===== src/rtl/uc_pkg.sv =====
// Shared types and constants for the microc control unit: opcode classes,
// FSM state encoding, error codes and the control-word layout.
package uc_pkg;

    typedef enum logic [2:0] {
        OPC_NOP,
        OPC_ALU,
        OPC_LI,
        OPC_J,
        OPC_JZ,
        OPC_JNZ,
        OPC_JAL,
        OPC_RET
    } opc_class_e;

    typedef enum logic {
        ST_RUN   = 1'b0,
        ST_ERROR = 1'b1
    } state_e;

    typedef enum logic [1:0] {
        ERR_NONE = 2'b00,
        ERR_OVF  = 2'b01,
        ERR_UNF  = 2'b10
    } err_e;

    typedef struct packed {
        logic       s_inc;
        logic       s_inm;
        logic       we3;
        logic       wez;
        logic       s_rre;
        logic       s_ret;
        logic [2:0] op;
    } ctrl_t;

    // Control word presented while halted: PC frozen, nothing written.
    localparam ctrl_t CTRL_OFF = '0;

    localparam logic [2:0] ALU_PASS = 3'b000;

endpackage


===== src/rtl/uc_decoder.sv =====
// Purely combinational opcode/zero-flag decode into the datapath control
// word, plus the opcode class used by the call-depth tracking in the FSM.
module uc_decoder
    import uc_pkg::*;
(
    input  logic [5:0]  opcode,
    input  logic        z,
    output ctrl_t       ctrl,
    output opc_class_e  opc_class
);

    always_comb begin
        // NOTE: every output gets a default before the case so no path can
        // leave one unassigned and infer a latch.
        ctrl       = CTRL_OFF;
        ctrl.s_inc = 1'b1;
        opc_class  = OPC_NOP;

        // Unknown opcode bits match no item and fall through to nop.
        casez (opcode[5:2])
            4'b0???: begin
                opc_class = OPC_ALU;
                ctrl.op   = opcode[4:2];
                ctrl.we3  = 1'b1;
                ctrl.wez  = 1'b1;
            end
            4'b1000: begin
                opc_class  = OPC_LI;
                ctrl.s_inm = 1'b1;
                ctrl.we3   = 1'b1;
                ctrl.op    = ALU_PASS;
            end
            4'b1001: begin
                opc_class  = OPC_J;
                ctrl.s_inc = 1'b0;
            end
            4'b1010: begin
                opc_class  = OPC_JZ;
                ctrl.s_inc = ~z;
            end
            4'b1011: begin
                opc_class  = OPC_JNZ;
                ctrl.s_inc = z;
            end
            4'b1100: begin
                opc_class  = OPC_JAL;
                ctrl.s_inc = 1'b0;
                ctrl.s_rre = 1'b1;
            end
            4'b1101: begin
                opc_class  = OPC_RET;
                ctrl.s_inc = 1'b0;
                ctrl.s_ret = 1'b1;
            end
            default: ;
        endcase
    end

endmodule


===== src/rtl/uc_control_fsm.sv =====
// microc control unit: combinational control word, call-depth tracking with
// sticky ERROR/halt. Optional perf counters built when UC_PERF_EN is defined.
module uc_control_fsm
    import uc_pkg::*;
#(
    parameter int STACK_DEPTH = 4,
    parameter int DEPTH_W     = $clog2(STACK_DEPTH + 1)
) (
    input  logic               clk,
    input  logic               reset,
    input  logic [5:0]         opcode,
    input  logic               z,
    output logic               s_inc,
    output logic               s_inm,
    output logic               we3,
    output logic               wez,
    output logic               s_rre,
    output logic               s_ret,
    output logic [2:0]         op,
    output logic               halt,
    output logic [1:0]         error,
    output logic [DEPTH_W-1:0] depth,
    output logic [15:0]        instr_cnt,
    output logic [15:0]        jump_cnt
);

    ctrl_t        dec_ctrl;
    ctrl_t        out_ctrl;
    opc_class_e   opc_class;

    state_e             state_q, state_d;
    err_e               err_q, err_d;
    logic [DEPTH_W-1:0] depth_q, depth_d;
    logic               fault;
    logic               halt_c;

    uc_decoder u_decoder (
        .opcode    (opcode),
        .z         (z),
        .ctrl      (dec_ctrl),
        .opc_class (opc_class)
    );

    always_comb begin
        state_d  = state_q;
        err_d    = err_q;
        depth_d  = depth_q;
        fault    = 1'b0;
        halt_c   = 1'b0;
        out_ctrl = dec_ctrl;

        case (state_q)
            ST_RUN: begin
                if (opc_class == OPC_JAL && depth_q == DEPTH_W'(STACK_DEPTH)) begin
                    fault = 1'b1;
                    err_d = ERR_OVF;
                end else if (opc_class == OPC_RET && depth_q == '0) begin
                    fault = 1'b1;
                    err_d = ERR_UNF;
                end else if (opc_class == OPC_JAL) begin
                    depth_d = depth_q + DEPTH_W'(1);
                end else if (opc_class == OPC_RET) begin
                    depth_d = depth_q - DEPTH_W'(1);
                end

                // The offending instruction never reaches the datapath.
                if (fault) begin
                    state_d  = ST_ERROR;
                    out_ctrl = CTRL_OFF;
                    halt_c   = 1'b1;
                end
            end
            default: begin
                out_ctrl = CTRL_OFF;
                halt_c   = 1'b1;
            end
        endcase
    end

    always_ff @(posedge clk or negedge reset) begin
        if (!reset) begin
            state_q <= ST_RUN;
            err_q   <= ERR_NONE;
            depth_q <= '0;
        end else begin
            // NOTE: non-blocking so every flop samples the pre-edge values
            // computed above, independent of statement order.
            state_q <= state_d;
            err_q   <= err_d;
            depth_q <= depth_d;
        end
    end

    assign s_inc = out_ctrl.s_inc;
    assign s_inm = out_ctrl.s_inm;
    assign we3   = out_ctrl.we3;
    assign wez   = out_ctrl.wez;
    assign s_rre = out_ctrl.s_rre;
    assign s_ret = out_ctrl.s_ret;
    assign op    = out_ctrl.op;
    assign halt  = halt_c;
    assign error = err_q;
    assign depth = depth_q;

`ifdef UC_PERF_EN
    logic [15:0] instr_q;
    logic [15:0] jump_q;
    logic        retire;

    assign retire = (state_q == ST_RUN) && !fault;

    always_ff @(posedge clk or negedge reset) begin
        if (!reset) begin
            instr_q <= '0;
            jump_q  <= '0;
        end else if (retire) begin
            instr_q <= instr_q + 16'd1;
            if (!dec_ctrl.s_inc) begin
                jump_q <= jump_q + 16'd1;
            end
        end
    end

    assign instr_cnt = instr_q;
    assign jump_cnt  = jump_q;
`else
    assign instr_cnt = '0;
    assign jump_cnt  = '0;
`endif

endmodule

===== config.mk =====
export PLATFORM = sky130hd
export DESIGN_NAME = uc_control_fsm
export DESIGN_NICKNAME = d
export VERILOG_FILES = /design/src/rtl/uc_pkg.sv /design/src/rtl/uc_decoder.sv /design/src/rtl/uc_control_fsm.sv
export SDC_FILE = /design/constraint.sdc
export NUM_CORES = 1
export LEC_CHECK = 0
export CAP_MARGIN = 20
export CORE_AREA = 2 2 39 41
export DETAILED_ROUTE_END_ITERATION = 6
export DIE_AREA = 0 0 41 43
export DONT_BUFFER_PORTS = 1
export GPL_TIMING_DRIVEN = 0
export HOLD_SLACK_MARGIN = 0.08
export PLACE_DENSITY = 0.69
export SLEW_MARGIN = 20
export SYNTH_ARGS = -nofsm -noshare
export SYNTH_HDL_FRONTEND = slang
export SYNTH_SLANG_ARGS = --single-unit

===== constraint.sdc =====
create_clock -name clk -period 1.65 [get_ports clk]
set_input_delay 0.495 -clock clk [delete_from_list [all_inputs] [get_ports clk]]
set_output_delay 0.495 -clock clk [all_outputs]
set_load 0.01 [all_outputs]

==> metrics.txt <==
CP endpoint kind=output port; DP Area=853 sq um; Tcrit/Tclk final=110%; R2R depth=5; FF+latch count, synth=6; CTS Buf Count=3; GRT Total Usage=16.2%; initial DRC count=5; initial antenna violation count=0; H-tree levels=1; synth warn=0; EDFF count, synth=0; critical path cell sequence=buf_6 -> xor2_1 -> nand2_1 -> nor3b_4; Final HPWL DP=979 microns; Unique masters post-synth=32; post-synthesis cell area=697 sq um; port bufs=0; Post-Synthesis Cells=83; post-place setup slack=-0.215 ns; fill count=110; # setup viols final=3; pin count of the biggest net entering global routing=11; first drt pass iteration count=2; worst hold path class=input port to register; nets=137; fin crit period=1.81 ns; critical path arrival=1.32 ns; global-route wire length before repair=1.97 mm; Sw Ratio=41.0%; CP peak stage delay=0.42 ns; Reg area=153 sq um; fin util=74.5%; Die Y=43 microns; vias per inst=4.10; DRC=0; wire per inst=9.55 microns; Routed Antenna Nets=0; CP endpoint=s_rre; Core Region=1380 sq um; Routed WL=1.35 mm; reg2reg start=state_q; RSZ-0062 raised after global routing=yes; Clk pin slew, worst setup/hold paths=0.05 ns; status=finished, violations left; clk buf depth=2; Antenna Cells=0; mean post-synth cell area=8.40 sq um; Initial Util=50.4%; GP Congestion=0.706; Die W=41 microns; crit path launch=depth[2]; Switch Pwr=0.405 mW; multi-input logic area=493 sq um; synthesis-to-finish area growth=47.9%; final worst slack=-0.161 ns; layout cell share with drive strength beyond 1=52.8%; Max stage delay cell, worst path=dfrtp_1; clk_lat worst skew=0.24 ns; total grt overflow=0; Inst Count DP=130; setup_tns=-0.403 ns; Non-Filler Instances=141; clk sink count=6; Fmax=552 MHz; # rows=14; final hold violation count=0; failing checks=negative setup slack; Int Power=0.583 mW; Peak VDD IR=0.754 mV; Gate power share=56.8%; Main synth FF type=dfrtp_1; worst path required time=1.15 ns; startpoint types=register; Max-cap violations=0; critical path class=register to output port; vias in the first global route=493; FF-to-FF End=depth[1]; Via Count=578; CP max FO=4; Worst R2R Setup Slack=0.10 ns; sequential element share of the synthesized area=21.5%; Ports=56; CTS tree=built; DIE AREA=1760 sq um; root buf cell=clkbuf_4; leakage=0.548 nW; Final Cell Area=1030 sq um; clk_skew=0.00450 ns; sequential fraction of design power=29.4%; async set-reset flop share out of synthesis=100%; Clk pwr share=13.8%; fin. max-slew vios=0; power per cell area=958 nW/um^2
routing by layer:
layer / track usage (%) / vias up / wire [microns]
li1: - / 299 / -
met1: 18.3 / 253 / 491
met2: 26.3 / 26 / 737
met3: 4.19 / 0 / 118
met4: 8.00 / 0 / 0
met5: 0 / - / 0
per-stage QoR:
step                      total power [mW]  hold slack, ns
after floorplan                      0.607           0.199
after global placement               0.647           0.200
final                                0.988           0.497
after detailed placement             0.660           0.200
after CTS                            0.948           0.493
after global routing                  1.06           0.500
state kept, by name (all words and copies together), names as in the netlist:
| signal | flops |
|---|---|
| depth | 3 |
| error | 2 |
| state_q | 1 |
worst max-delay path: cells and delay by family (launching register included):
family	cells	cell delay (ns)
simple gates	2	0.39
buf+inv	1	0.14
xor+xnor	1	0.13
flops	1	0.42
logic make-up (layout without fill, tap and decap cells):
family	Yosys count	after routing	synth area share [%]
buffers and inverters	35	46	36.8
and+or+nand+nor	24	24	21.5
AOI/OAI and AO/OA	12	12	10.6
DFF	6	6	21.5
xor gates and xnor gates	2	2	2.51
muxes	2	2	3.59
adders and majority gates	1	1	2.87
other	1	32	0.538
layout make-up:
type	count	share of cell area, %
clock buffer	3	2.18
timing repair buffer	8	6.80
multi-input combinational	73	47.8
buffer	35	26.5
tap	16	1.94
sequential	6	14.8
how the worst min path moves through the flow:
stage / startpoint / end / slack (ns) / cells past startpoint
5_1_grt: opcode[2] / error[0] / 0.50 / 2
3_3_place_gp: reset / depth[1] / 0.20 / 0
3_5_place_dp: reset / depth[0] / 0.20 / 0
6_report: opcode[2] / error[0] / 0.50 / 2
2_1_floorplan: reset / depth[0] / 0.20 / 0
4_1_cts: opcode[2] / error[0] / 0.49 / 2
repair_timing:
item | in CTS | in global routing
resized for setup | 18 | 6
hold buffers | 1 | 0
pin swaps | 3 | 7
endpoints found under the hold margin | 6 | 0
setup buffers | 6 | 1
endpoints found under the setup margin | 8 | 9
placed cells by master (no fill, tap or decap), types with 2 or more instances in the layout:
| master | n |
|---|---|
| buf_4 | 38 |
| dfrtp_2 | 2 |
| nor2_1 | 3 |
| xor2_1 | 2 |
| buf_6 | 3 |
| dfrtp_1 | 4 |
| a21oi_1 | 4 |
| and2_4 | 4 |
| nand2_1 | 2 |
| or2_4 | 2 |
| conb_1 | 32 |
| nor2_4 | 2 |
| o22ai_1 | 2 |
| clkbuf_4 | 3 |
synthesized netlist by cell type (2+ instances only):
library cell   n  area, sq um
o22ai_1        2         12.5
and2_1         2         12.5
a21oi_1        6         30.0
nor2_1         6         22.5
nand2_1        2         7.51
xor2_1         2         17.5
dfrtp_1        6          150
buf_4         33          248
power groups by stage:
stage | registers, mW | clock network, mW | logic (mW)
global route | 0.301 | 0.149 | 0.610
finish | 0.291 | 0.136 | 0.561
CTS | 0.286 | 0.135 | 0.526
global placement | 0.282 | 0 | 0.365
floorplan | 0.267 | 0 | 0.339
detailed placement | 0.285 | 0 | 0.375
Note: power is estimated with default switching activity, not from simulation.
